[config.mk]
export PLATFORM = sky130hd
export DESIGN_NAME = memshare_regfile_loader_flat
export DESIGN_NICKNAME = d
export VERILOG_FILES = /design/src/rtl/memshare_regfile_loader_pkg.sv /design/src/rtl/memshare_regfile_loader_if.sv /design/src/rtl/memshare_regfile_loader.sv /design/src/flat_wrapper.sv
export SDC_FILE = /design/constraint.sdc
export NUM_CORES = 1
export LEC_CHECK = 0
export ABC_AREA = 1
export CAP_MARGIN = 0
export CORE_MARGIN = 2
export CORE_UTILIZATION = 50
export DETAILED_ROUTE_END_ITERATION = 7
export HOLD_SLACK_MARGIN = 0.1
export PLACE_DENSITY = 0.89
export SYNTH_ARGS = -nofsm -noshare
export SYNTH_HDL_FRONTEND = slang
export SYNTH_SLANG_ARGS = --single-unit
[constraint.sdc]
create_clock -name sys_clk -period 1.82 [get_ports sys_clk]
set_input_delay 0.182 -clock sys_clk [delete_from_list [all_inputs] [get_ports sys_clk]]
set_output_delay 0.182 -clock sys_clk [all_outputs]
set_load 0.005 [all_outputs]
[src/rtl/memshare_regfile_loader_pkg.sv]
// memShare configuration package: Type-0 regfile geometry and loader states.
// Shared by the loader interface and the loader itself.
package memShare_config_pkg;

  localparam int L1PA_REGFILE_ADDR_WIDTH = 6;
  localparam int L1PA_REGFILE_PAGE_WIDTH = 7;
  localparam int L1PA_REGFILE_PAGE_NUM   = 64;

  typedef enum logic [1:0] {
    IDLE = 2'd0,
    LOAD = 2'd1,
    DONE = 2'd2
  } loader_state_e;

endpackage

[src/rtl/memshare_regfile_loader_if.sv]
// Config beat stream in, Type-0 regfile write port out.
// MEMSHARE_LOADER_PARITY_EN adds the even-parity bit cfg_parity_i.
interface memshare_regfile_loader_if
  import memShare_config_pkg::*;
#(
  parameter int ADDR_W = L1PA_REGFILE_ADDR_WIDTH,
  parameter int PAGE_W = L1PA_REGFILE_PAGE_WIDTH
);
  logic [PAGE_W-1:0] cfg_data_i;
  logic              cfg_valid_i;
  logic              cfg_ready_o;
`ifdef MEMSHARE_LOADER_PARITY_EN
  logic              cfg_parity_i;
`endif
  logic [ADDR_W-1:0] regType0_waddr_o;
  logic [PAGE_W-1:0] regType0_wdata_o;
  logic              regType0_we_o;

`ifdef MEMSHARE_LOADER_PARITY_EN
  modport master (
    input  cfg_data_i, cfg_valid_i, cfg_parity_i,
    output cfg_ready_o,
    output regType0_waddr_o, regType0_wdata_o, regType0_we_o
  );
  modport slave (
    output cfg_data_i, cfg_valid_i, cfg_parity_i,
    input  cfg_ready_o,
    input  regType0_waddr_o, regType0_wdata_o, regType0_we_o
  );
`else
  modport master (
    input  cfg_data_i, cfg_valid_i,
    output cfg_ready_o,
    output regType0_waddr_o, regType0_wdata_o, regType0_we_o
  );
  modport slave (
    output cfg_data_i, cfg_valid_i,
    input  cfg_ready_o,
    input  regType0_waddr_o, regType0_wdata_o, regType0_we_o
  );
`endif

endinterface

[src/rtl/memshare_regfile_loader.sv]
// Burst loader of Type-0 regfile pages; optional beat parity check
// enabled by MEMSHARE_LOADER_PARITY_EN.
module memshare_regfile_loader
  import memShare_config_pkg::*;
#(
  parameter int ADDR_W   = L1PA_REGFILE_ADDR_WIDTH,
  parameter int PAGE_W   = L1PA_REGFILE_PAGE_WIDTH,
  parameter int PAGE_NUM = L1PA_REGFILE_PAGE_NUM
) (
  input  logic                sys_clk,
  input  logic                rstn,
  input  logic                start_i,
  input  logic [ADDR_W-1:0]   base_addr_i,
  input  logic [ADDR_W:0]     page_cnt_i,
  memshare_regfile_loader_if.master bus,
  output logic                busy_o,
  output logic                done_o,
  output logic                err_o
);

  localparam logic [ADDR_W:0]   PN   = (ADDR_W+1)'(PAGE_NUM);
  localparam logic [ADDR_W-1:0] LAST = ADDR_W'(PAGE_NUM - 1);

  loader_state_e     state_q, state_d;
  logic [ADDR_W:0]   cnt_q, idx_q;
  logic [ADDR_W-1:0] ptr_q;
  logic [ADDR_W-1:0] waddr_q;
  logic [PAGE_W-1:0] wdata_q;
  logic              we_q;
  logic              err_q;
  logic              accept;
  logic              legal;
  logic              par_ok;

  assign legal  = (page_cnt_i != '0) && (page_cnt_i <= PN);
  assign accept = (state_q == LOAD) && bus.cfg_valid_i;

`ifdef MEMSHARE_LOADER_PARITY_EN
  assign par_ok = (bus.cfg_parity_i == ^bus.cfg_data_i);
`else
  assign par_ok = 1'b1;
`endif

  always_ff @(posedge sys_clk) begin
    if (!rstn) state_q <= IDLE;
    else       state_q <= state_d;
  end

  always_comb begin
    state_d = state_q;
    unique case (state_q)
      IDLE: if (start_i && legal) state_d = LOAD;
      LOAD: if (accept && (idx_q + (ADDR_W+1)'(1) == cnt_q))
              state_d = DONE;
      DONE: state_d = IDLE;
      default: state_d = IDLE;
    endcase
  end

  always_ff @(posedge sys_clk) begin
    if (!rstn) begin
      cnt_q   <= '0;
      idx_q   <= '0;
      ptr_q   <= '0;
      waddr_q <= '0;
      wdata_q <= '0;
      we_q    <= 1'b0;
      err_q   <= 1'b0;
    end else begin
      we_q <= accept && par_ok;
      if (accept) begin
        waddr_q <= ptr_q;
        wdata_q <= bus.cfg_data_i;
        idx_q   <= idx_q + (ADDR_W+1)'(1);
        ptr_q   <= (ptr_q == LAST) ? '0 : ptr_q + ADDR_W'(1);
        if (!par_ok) err_q <= 1'b1;
      end
      // a start outside IDLE never restarts the burst, it only flags
      if (start_i) begin
        if (state_q != IDLE) begin
          err_q <= 1'b1;
        end else if (legal) begin
          cnt_q <= page_cnt_i;
          idx_q <= '0;
          ptr_q <= ADDR_W'({1'b0, base_addr_i} % PN);
          err_q <= 1'b0;
        end else begin
          err_q <= 1'b1;
        end
      end
    end
  end

  assign bus.cfg_ready_o      = (state_q == LOAD);
  assign bus.regType0_we_o    = we_q;
  assign bus.regType0_waddr_o = waddr_q;
  assign bus.regType0_wdata_o = wdata_q;
  assign busy_o               = (state_q != IDLE);
  assign done_o               = (state_q == DONE);
  assign err_o                = err_q;

endmodule

[src/flat_wrapper.sv]
// flat-port wrapper written by rule: the top's interface ports become plain ports
module memshare_regfile_loader_flat import memShare_config_pkg::*;
#(
  parameter int ADDR_W   = L1PA_REGFILE_ADDR_WIDTH,
  parameter int PAGE_W   = L1PA_REGFILE_PAGE_WIDTH,
  parameter int PAGE_NUM = L1PA_REGFILE_PAGE_NUM
)
  (sys_clk, rstn, start_i, base_addr_i, page_cnt_i, busy_o, done_o, err_o, bus_cfg_data_i, bus_cfg_valid_i, bus_cfg_ready_o, bus_regType0_waddr_o, bus_regType0_wdata_o, bus_regType0_we_o);
  memshare_regfile_loader_if #(.ADDR_W(ADDR_W), .PAGE_W(PAGE_W)) bus_i ();
  input  logic sys_clk;
  input  logic rstn;
  input  logic start_i;
  input  logic [ADDR_W-1:0] base_addr_i;
  input  logic [ADDR_W:0] page_cnt_i;
  output logic busy_o;
  output logic done_o;
  output logic err_o;
  input wire logic [$bits(bus_i.cfg_data_i)-1:0] bus_cfg_data_i;
  input wire logic [$bits(bus_i.cfg_valid_i)-1:0] bus_cfg_valid_i;
  output wire logic [$bits(bus_i.cfg_ready_o)-1:0] bus_cfg_ready_o;
  output wire logic [$bits(bus_i.regType0_waddr_o)-1:0] bus_regType0_waddr_o;
  output wire logic [$bits(bus_i.regType0_wdata_o)-1:0] bus_regType0_wdata_o;
  output wire logic [$bits(bus_i.regType0_we_o)-1:0] bus_regType0_we_o;
  assign bus_i.cfg_data_i = bus_cfg_data_i;
  assign bus_i.cfg_valid_i = bus_cfg_valid_i;
  assign bus_cfg_ready_o = bus_i.cfg_ready_o;
  assign bus_regType0_waddr_o = bus_i.regType0_waddr_o;
  assign bus_regType0_wdata_o = bus_i.regType0_wdata_o;
  assign bus_regType0_we_o = bus_i.regType0_we_o;
  memshare_regfile_loader #(.ADDR_W(ADDR_W), .PAGE_W(PAGE_W), .PAGE_NUM(PAGE_NUM)) u_core (.sys_clk(sys_clk), .rstn(rstn), .start_i(start_i), .base_addr_i(base_addr_i), .page_cnt_i(page_cnt_i), .bus(bus_i), .busy_o(busy_o), .done_o(done_o), .err_o(err_o));
endmodule
# Word-level counts from Yosys, hierarchy flattened
# Index checks and enable logic that the tools add are counted.
[word_totals]
ff_bits = 37
latch_bits = 0
ramBits = 0
rom_bits = 0
input_bits = 24
out_inout_bits = 18
wordCells = 41
mem_count = 0
[op_classes]
add_sub_neg = 2
n_mul = 0
div_mod_pow = 0
magnitude_cmp = 1
n_eq_ne = 6
shifts = 0
n_mux = 14
n_bitwise = 1
n_reduce_logical = 9
[ops]
columns = ["operator", "count"]
rows = [
  ["$mux W6", 5],
  ["$mux W7", 4],
  ["$add A7 B1 Y7 const B", 1],
  ["$eq A7 B7 Y1", 1],
  ["$le A7 B7 Y1 const B", 1],
  ["$reduce_bool A7 Y1", 1],
  ["$add A6 B1 Y6 const B", 1],
  ["$eq A6 B6 Y1 const B", 1],
  ["$logic_and A1 B1 Y1", 4],
  ["$mux W2", 2],
  ["$ne A2 B1 Y1 const B", 2],
  ["$pmux W2 S2", 1],
  ["$reduce_and A3 Y1", 1],
  ["$eq A2 B1 Y1 const B", 1],
  ["$eq A2 B2 Y1 const B", 1],
  ["$logic_not A2 Y1", 1],
  ["$mux W1", 2],
  ["$reduce_and A2 Y1", 1],
  ["$reduce_bool A2 Y1", 1],
  ["$not A1 Y1", 1],
]

# Logic depth before layout (Yosys ltp)
# Gate-level depths: netlist (run 1).
[depth]
ltp_word = 6
mapped_depth = 12
depth_no_buf = 12

# Least setup slack after synthesis (run 1)
# No wires, ideal clock.
[synth_timing]
path_type = "register to register"
start = "reg u_core.idx_q[0]"
end = "reg u_core.state_q[0]"
arrival_ns = 1.284
t_required_ns = 1.708
slack_ns = 0.424
path_stages_with_launch = 13
path_buffers = 0
synth_period_minus_slack_ns = 1.396
path_cell_list = "dfxtp_1 -> ha_1 -> nand2_2 -> nor2_2 -> nand2_1 -> nand2_2 -> nand2_2 -> nand2_1 -> nand2_1 -> nor2_1 -> nand2_1 -> nand2_1 -> nand2_1"
[synth_between]
elab_chain_len = 5
[synth_rtl]
columns = ["item", "line", "rtl"]
rows = [
  ["start, declared", "memshare_regfile_loader.sv:25", "logic [ADDR_W:0] cnt_q, idx_q;"],
  ["start signal, assigned", "memshare_regfile_loader.sv:74", "idx_q <= idx_q + (ADDR_W+1)'(1);"],
  ["$add A7 B1 Y7", "memshare_regfile_loader.sv:53", "LOAD: if (accept && (idx_q + (ADDR_W+1)'(1) == cnt_q))"],
  ["$eq A7 B7 Y1", "memshare_regfile_loader.sv:53", ""],
  ["$logic_and A1 B1 Y1", "memshare_regfile_loader.sv:53", ""],
  ["$ne A2 B1 Y1 (no line)", "-", ""],
  ["$reduce_and A2 Y1 (no line)", "-", ""],
  ["end signal, assigned", "memshare_regfile_loader.sv:46", "else state_q <= state_d;"],
  ["end, declared", "memshare_regfile_loader.sv:24", "loader_state_e state_q, state_d;"],
]
# No other way between the ends.
# A chain may end at the register's enable or synchronous reset.

# Worst setup path in the final report (run 1)
[layout_timing]
start = "reg u_core.state_q[1]"
end = "out busy_o"
[layout_between]
elab_chain_len = 1
[layout_rtl]
columns = ["item", "line", "rtl"]
rows = [
  ["$reduce_bool A2 Y1", "memshare_regfile_loader.sv:98", "assign busy_o = (state_q != IDLE);"],
  ["end, declared", "flat_wrapper.sv:15", "output logic busy_o;"],
]
# No other way between the ends.

==> results of run 1 <==
-- final cells by class --
type	instances	area share, %
inverters	27	4.32
clock inverters	2	0.625
flip-flops and latches	37	30.8
clock buffers	6	3.02
repair buffers	48	19.3
well taps	48	2.50
multi-input cells	195	39.5
-- worst paths after layout --
path                                          to  slack, ps  cells past startpoint
setup / recovery                          busy_o        240                      3
hold / removal                   u_core.ptr_q[4]        420                      3
setup reg to reg               u_core.state_q[0]        280                     10
hold reg to reg   u_core.bus.regType0_waddr_o[1]        470                      2
-- where the power goes --
part / internal, uW / leakage (uW) / switching, uW
sequential: 851 / 0.000302 / 34.0
combinational: 144 / 0.000756 / 136
clock: 270 / 0.0000374 / 308
total: 1260 / 0.00110 / 478
-- per-layer routing --
metal / track usage, % / wire, um
met4: 9.31 / 63
met1: 25.4 / 1790
met3: 7.12 / 272
met5: 0 / 0
met2: 40.3 / 2130
-- sequential cells by signal, summed over array words and instances (netlist names) --
name and cells:
u_core.bus.regType0_wdata_o 7, u_core.state_q 2, u_core.bus.regType0_we_o 1, u_core.err_o 1, u_core.idx_q 7, u_core.bus.regType0_waddr_o 6
u_core.cnt_q 7, u_core.ptr_q 6
-- cell families after synthesis --
group	count (synthesis)	share of synthesized area [%]
mux	1	0.542
xor+xnor	5	2.37
compound gates	25	7.12
buf+inv	34	8.47
simple gates	162	40.0
flops	37	40.1
fa+ha+maj	2	1.36
-- layout by cell type, fill, tap and decap left out, types with 2 or more instances in the layout --
cell,count
xnor2_1,2
nor2_2,2
nor2_4,3
buf_4,7
a21oi_1,5
dfxtp_1,37
clkdlybuf4s50_1,41
nand2_1,84
nor3_2,2
ha_1,2
nand4_1,4
nand3_1,9
xor2_1,3
nor2_1,43
o21ai_0,16
o21bai_1,2
clkinvlp_4,2
clkbuf_8,5
inv_1,25
nand2_2,10
-- stage by stage --
step                      std cells  setup slack (ps)  hold WS, ps
final                           363               244          415
after global routing            363               116          427
after CTS                       363               234          408
after detailed placement        355               183          461
after global placement          355               230          448
after floorplan                 266               424          292
-- Yosys cell counts --
cell	count	area share, %
a21oi_1	5	1.4
a31oi_1	1	0.34
buf_2	3	0.81
buf_6	3	1.8
clkbuf_1	1	0.20
dfxtp_1	37	40
ha_1	2	1.4
inv_1	25	5.1
inv_2	1	0.20
inv_4	1	0.34
mux2i_1	1	0.54
nand2_1	84	17
nand2_2	10	3.4
nand2_4	1	0.61
nand3_1	9	2.4
nand3_2	1	0.54
nand3b_1	1	0.41
nand4_1	4	1.4
nand4_2	1	0.68
nand4_4	1	1.2
nor2_1	43	8.7
nor2_2	2	0.68
nor2_4	3	1.8
nor3_2	2	1.1
o21ai_0	16	4.3
o21ai_1	1	0.27
o21bai_1	2	0.81
xnor2_1	2	0.95
xor2_1	3	1.4
-- critical path, stage by stage (launching register included) --
cell	delay (ps)
dfxtp_1	330
nor2_1	250
inv_1	80
clkdlybuf4s50_1	450
==> out/qor.yml, run 1 <==
power_and_ir_drop:
  vdd_drop_max_uv: 561
  power_uw: 1740
  power.leakage_uw: 0.00110
  power_density_nw_per_um2: 725
timing:
  rsz0062_at_grt: "no"
  period_share_pct: 86.6
  fmax_ghz: 0.634
  setup_viol: 0
  worst_slew_pin_slew_ps: 320
  slew_viol_final: 0
  finalSetupTns_ps: 0
  finalHoldViolations: 0
  fin_worst_skew_ps: 6.69
  min_period_ps: 1580
  relSlewSlack_pct: 78.6
floorplanning:
  die_w_um: 64.8
  initial_core_util_pct: 51.2
  die_y_um: 64.8
  ioPinCount: 42
  coreArea_um2: 3610
  rows: 22
  dieArea_um2: 4190
final_layout:
  utilization_pct: 66.7
  seq_area_um2: 741
  drive_gt1_share_pct: 11.7
  final_area_um2: 2400
  n_fill_cell: 317
  area_growth_pct: 30.2
  final_nets: 340
  multi_input_area_um2: 948
  antenna_cells: 0
run_status:
  status: "finished clean"
drt:
  postRouteAntennaNets: 0
  wl_per_cell_um: 11.7
  drt-total-wl_um: 4250
  first_iter_violations: 89
  drcViolationCount: 0
  dr.pass1.iters: 4
  viasPerCell: 4.93
  via_count: 1788
grt:
  grt_pass1_wl_um: 7370
  grt_pass1_vias: 1735
  grt_usage_pct: 22.9
  grt_antenna_before_repair: 0
  grt_max_degree: 15
  grt_overflow: 0
place:
  dp.final_hpwl_um: 3230
  portBuffers: 41
  placed_area_um2: 2320
  routabilityCongestion: 0.834
min_path:
  min_path_type: "primary input to flop"
  hold_path_startpoint: "base_addr_i[4]"
critical_path:
  required_ps: 1640
  startpoint: "u_core.state_q[1]"
  crit_type: "flop to output pin"
  arrival_ps: 1390
  crit_path_end_kind: "output pin"
  cp-start-kind: "flop"
  critPathMaxFanout: 2
  r2r-start: "u_core.idx_q[1]"
synth:
  ys_ff_latch: 37
  synth.cell_area_um2: 1850
  seq_area_frac_synth_pct: 40.1
  yosys_warnings: 0
  syn_nets: 292
  synthDistinctLibCells: 29
  syn_inst: 266
  syn-mean-instance-area_um2: 6.94
clocking:
  clk_latency_ps: 300
  cts_tree: "yes"
  post_cts_buffers: 0
  cts_made_buffers: 5
  cts_hold_buf: 0
  h-tree-depth: 2
  ctsResizeCount: 0
  clk_path_buf_depth: 2
  clk_pin_slew_ps: 80
  cts_sinks: 37
  ctsRootBufferMaster: "clkbuf_8"
run:
  drv_cap: 0
(Power assumes the default switching activity.)
==> run 2: changes to the inputs <==
--- a/config.mk
+++ b/config.mk
@@ -8,10 +8,10 @@
 export ABC_AREA = 1
 export CAP_MARGIN = 0
 export CORE_MARGIN = 2
-export CORE_UTILIZATION = 50
+export CORE_UTILIZATION = 51
 export DETAILED_ROUTE_END_ITERATION = 7
 export HOLD_SLACK_MARGIN = 0.1
-export PLACE_DENSITY = 0.89
+export PLACE_DENSITY = 0.9
 export SYNTH_ARGS = -nofsm -noshare
 export SYNTH_HDL_FRONTEND = slang
 export SYNTH_SLANG_ARGS = --single-unit
==> constraint.sdc (replaced) <==
create_clock -name sys_clk -period 1.97 [get_ports sys_clk]
set_input_delay 0.197 -clock sys_clk [delete_from_list [all_inputs] [get_ports sys_clk]]
set_output_delay 0.197 -clock sys_clk [all_outputs]
set_load 0.005 [all_outputs]
==> out/qor.yml, run 2 (synthesized netlist as in run 1, its figures left out) <==
power_and_ir_drop:
  power.leakage_uw: 0.00107  # -2.0%
  vdd_drop_max_uv: 467  # -17%
  power_density_nw_per_um2: 629  # -13%
timing:
  worst_slack_ps: 238  # -5.22 ps
  hold_ws_ps: 384  # -31.9 ps
  fin_worst_skew_ps: 9.66  # +2.97 ps
  min_period_ps: 1730
  slew_viol_final: 0  # unchanged
  period_share_pct: 87.9
  rsz0062_at_grt: "no"
  setup_viol: 0  # unchanged
  finalHoldViolations: 0  # unchanged
  worst_slew_pin_slew_ps: 383  # +62.7 ps
  relSlewSlack_pct: 74.4  # -4.2 points
  finalSetupTns_ps: 0  # unchanged
  fmax_ghz: 0.577
floorplanning:
  die_y_um: 64.2  # -0.93%
  die_w_um: 64.2  # -0.93%
  initial_core_util_pct: 54.0  # +2.8 points
  coreArea_um2: 3420  # -5.3%
  rows: 21  # -4.5%
  dieArea_um2: 4120  # -1.8%
  ioPinCount: 42  # unchanged
grt:
  grt_antenna_before_repair: 0  # unchanged
  grt_pass1_wl_um: 6940  # -5.8%
  grt_max_degree: 19  # +4
  grt_pass1_vias: 1655  # -4.6%
  grt_usage_pct: 21.6  # -1.3 points
  grt_overflow: 0  # unchanged
clocking:
  post_cts_buffers: 0  # unchanged
  clk_latency_ps: 350  # +50 ps
  ctsRootBufferMaster: "clkbuf_4"
  cts_hold_buf: 0  # unchanged
  clk_path_buf_depth: 2  # unchanged
  cts_sinks: 37  # unchanged
  clk_pin_slew_ps: 110  # +30 ps
  cts_made_buffers: 5  # unchanged
  cts_tree: "yes"
  ctsResizeCount: 0  # unchanged
  h-tree-depth: 2  # unchanged
final_layout:
  final_common_cell: "nand2_1"
  antenna_cells: 0  # unchanged
  drive_gt1_share_pct: 10.6  # -1.1 points
  final_area_um2: 2350  # -2.4%
  mostFrequentLayoutCells: "nand2_1, nor2_1, clkdlybuf4s50_1, dfxtp_1, inv_1"
  area_growth_pct: 27.1
  stdcell_count: 357  # -1.7%
  final_nets: 337  # -0.88%
drt:
  first_iter_violations: 84  # -5.6%
  postRouteAntennaNets: 0  # unchanged
  viasPerCell: 4.90  # -0.48%
  drcViolationCount: 0  # unchanged
  wl_per_cell_um: 11.1  # -5.5%
  via_count: 1750  # -2.1%
  dr.pass1.iters: 4  # unchanged
  drt-total-wl_um: 3950  # -7.1%
run:
  drv_cap: 0  # unchanged
place:
  pre_cts_ws_ps: 296  # +114 ps
  placed_area_um2: 2290  # -1.1%
  dp.cells: 350  # -1.4%
  routabilityCongestion: 0.892  # +7.1%
  dp.final_hpwl_um: 3110  # -3.5%
  portBuffers: 41  # unchanged
critical_path:
  cp-start-kind: "flop"
  crit_path_end_kind: "output pin"
  startpoint: "u_core.state_q[0]"
  crit_type: "flop to output pin"
  critPathMaxFanout: 3  # +1
  required_ps: 1770  # +130 ps
  r2r-start: "u_core.idx_q[0]"
  arrival_ps: 1530  # +140 ps
min_path:
  hold_path_startpoint: "base_addr_i[4]"
  min_path_type: "primary input to flop"
run_status:
  status: "finished clean"
[run 2: changes by cell type in the layout (fill, tap and decap cells not counted)]
cell,delta
clkinvlp_4,-2
buf_4,-3
clkbuf_8,-4
clkbuf_4,+5
[run 2: worst paths after layout]
check | end | slack [ps] | depth (start not counted)
hold reg to reg | u_core.cnt_q[1] | 480 | 2
setup / recovery | busy_o | 240 | 3
hold / removal | u_core.ptr_q[4] | 380 | 3
setup reg to reg | u_core.state_q[0] | 380 | 12
[run 2: critical path, stage by stage, from the launching register on]
cell	delay [ps]
dfxtp_1	350
nor2_1	310
inv_1	80
clkdlybuf4s50_1	450
[run 2: layout make-up]
type / count / area [um2]
Fill cell: 276 / 1070
Clock buffer: 7 / 55.1
Timing Repair Buffer: 45 / 440
Tap cell: 46 / 57.6
Sequential cell: 37 / 741
Multi-Input combinational cell: 195 / 948
Inverter: 27 / 104
[run 2: where the power goes]
part           internal [uW]  leakage [uW]  total [uW]  switching, uW
registers                787      0.000302         819           31.9
clock network            168     0.0000314         407            239
logic                    129      0.000740         250            121
total                   1080       0.00107        1480            392
[run 2: routing by layer]
layer  part of all wire (%)  track usage (%)  vias up
met1                     42             24.0      790
met2                     51             38.0       33
li1                       -                -      918
met4                    1.9             9.04        0
met5                      0                0        -
met3                    4.7             6.51        9
[run 2: stage by stage]
step	utilization (%)	power, uW
floorplan	-	964
global placement	67.1	1080
detailed placement	67.1	1090
CTS	68.7	1480
global route	68.7	1560
finish	68.7	1480
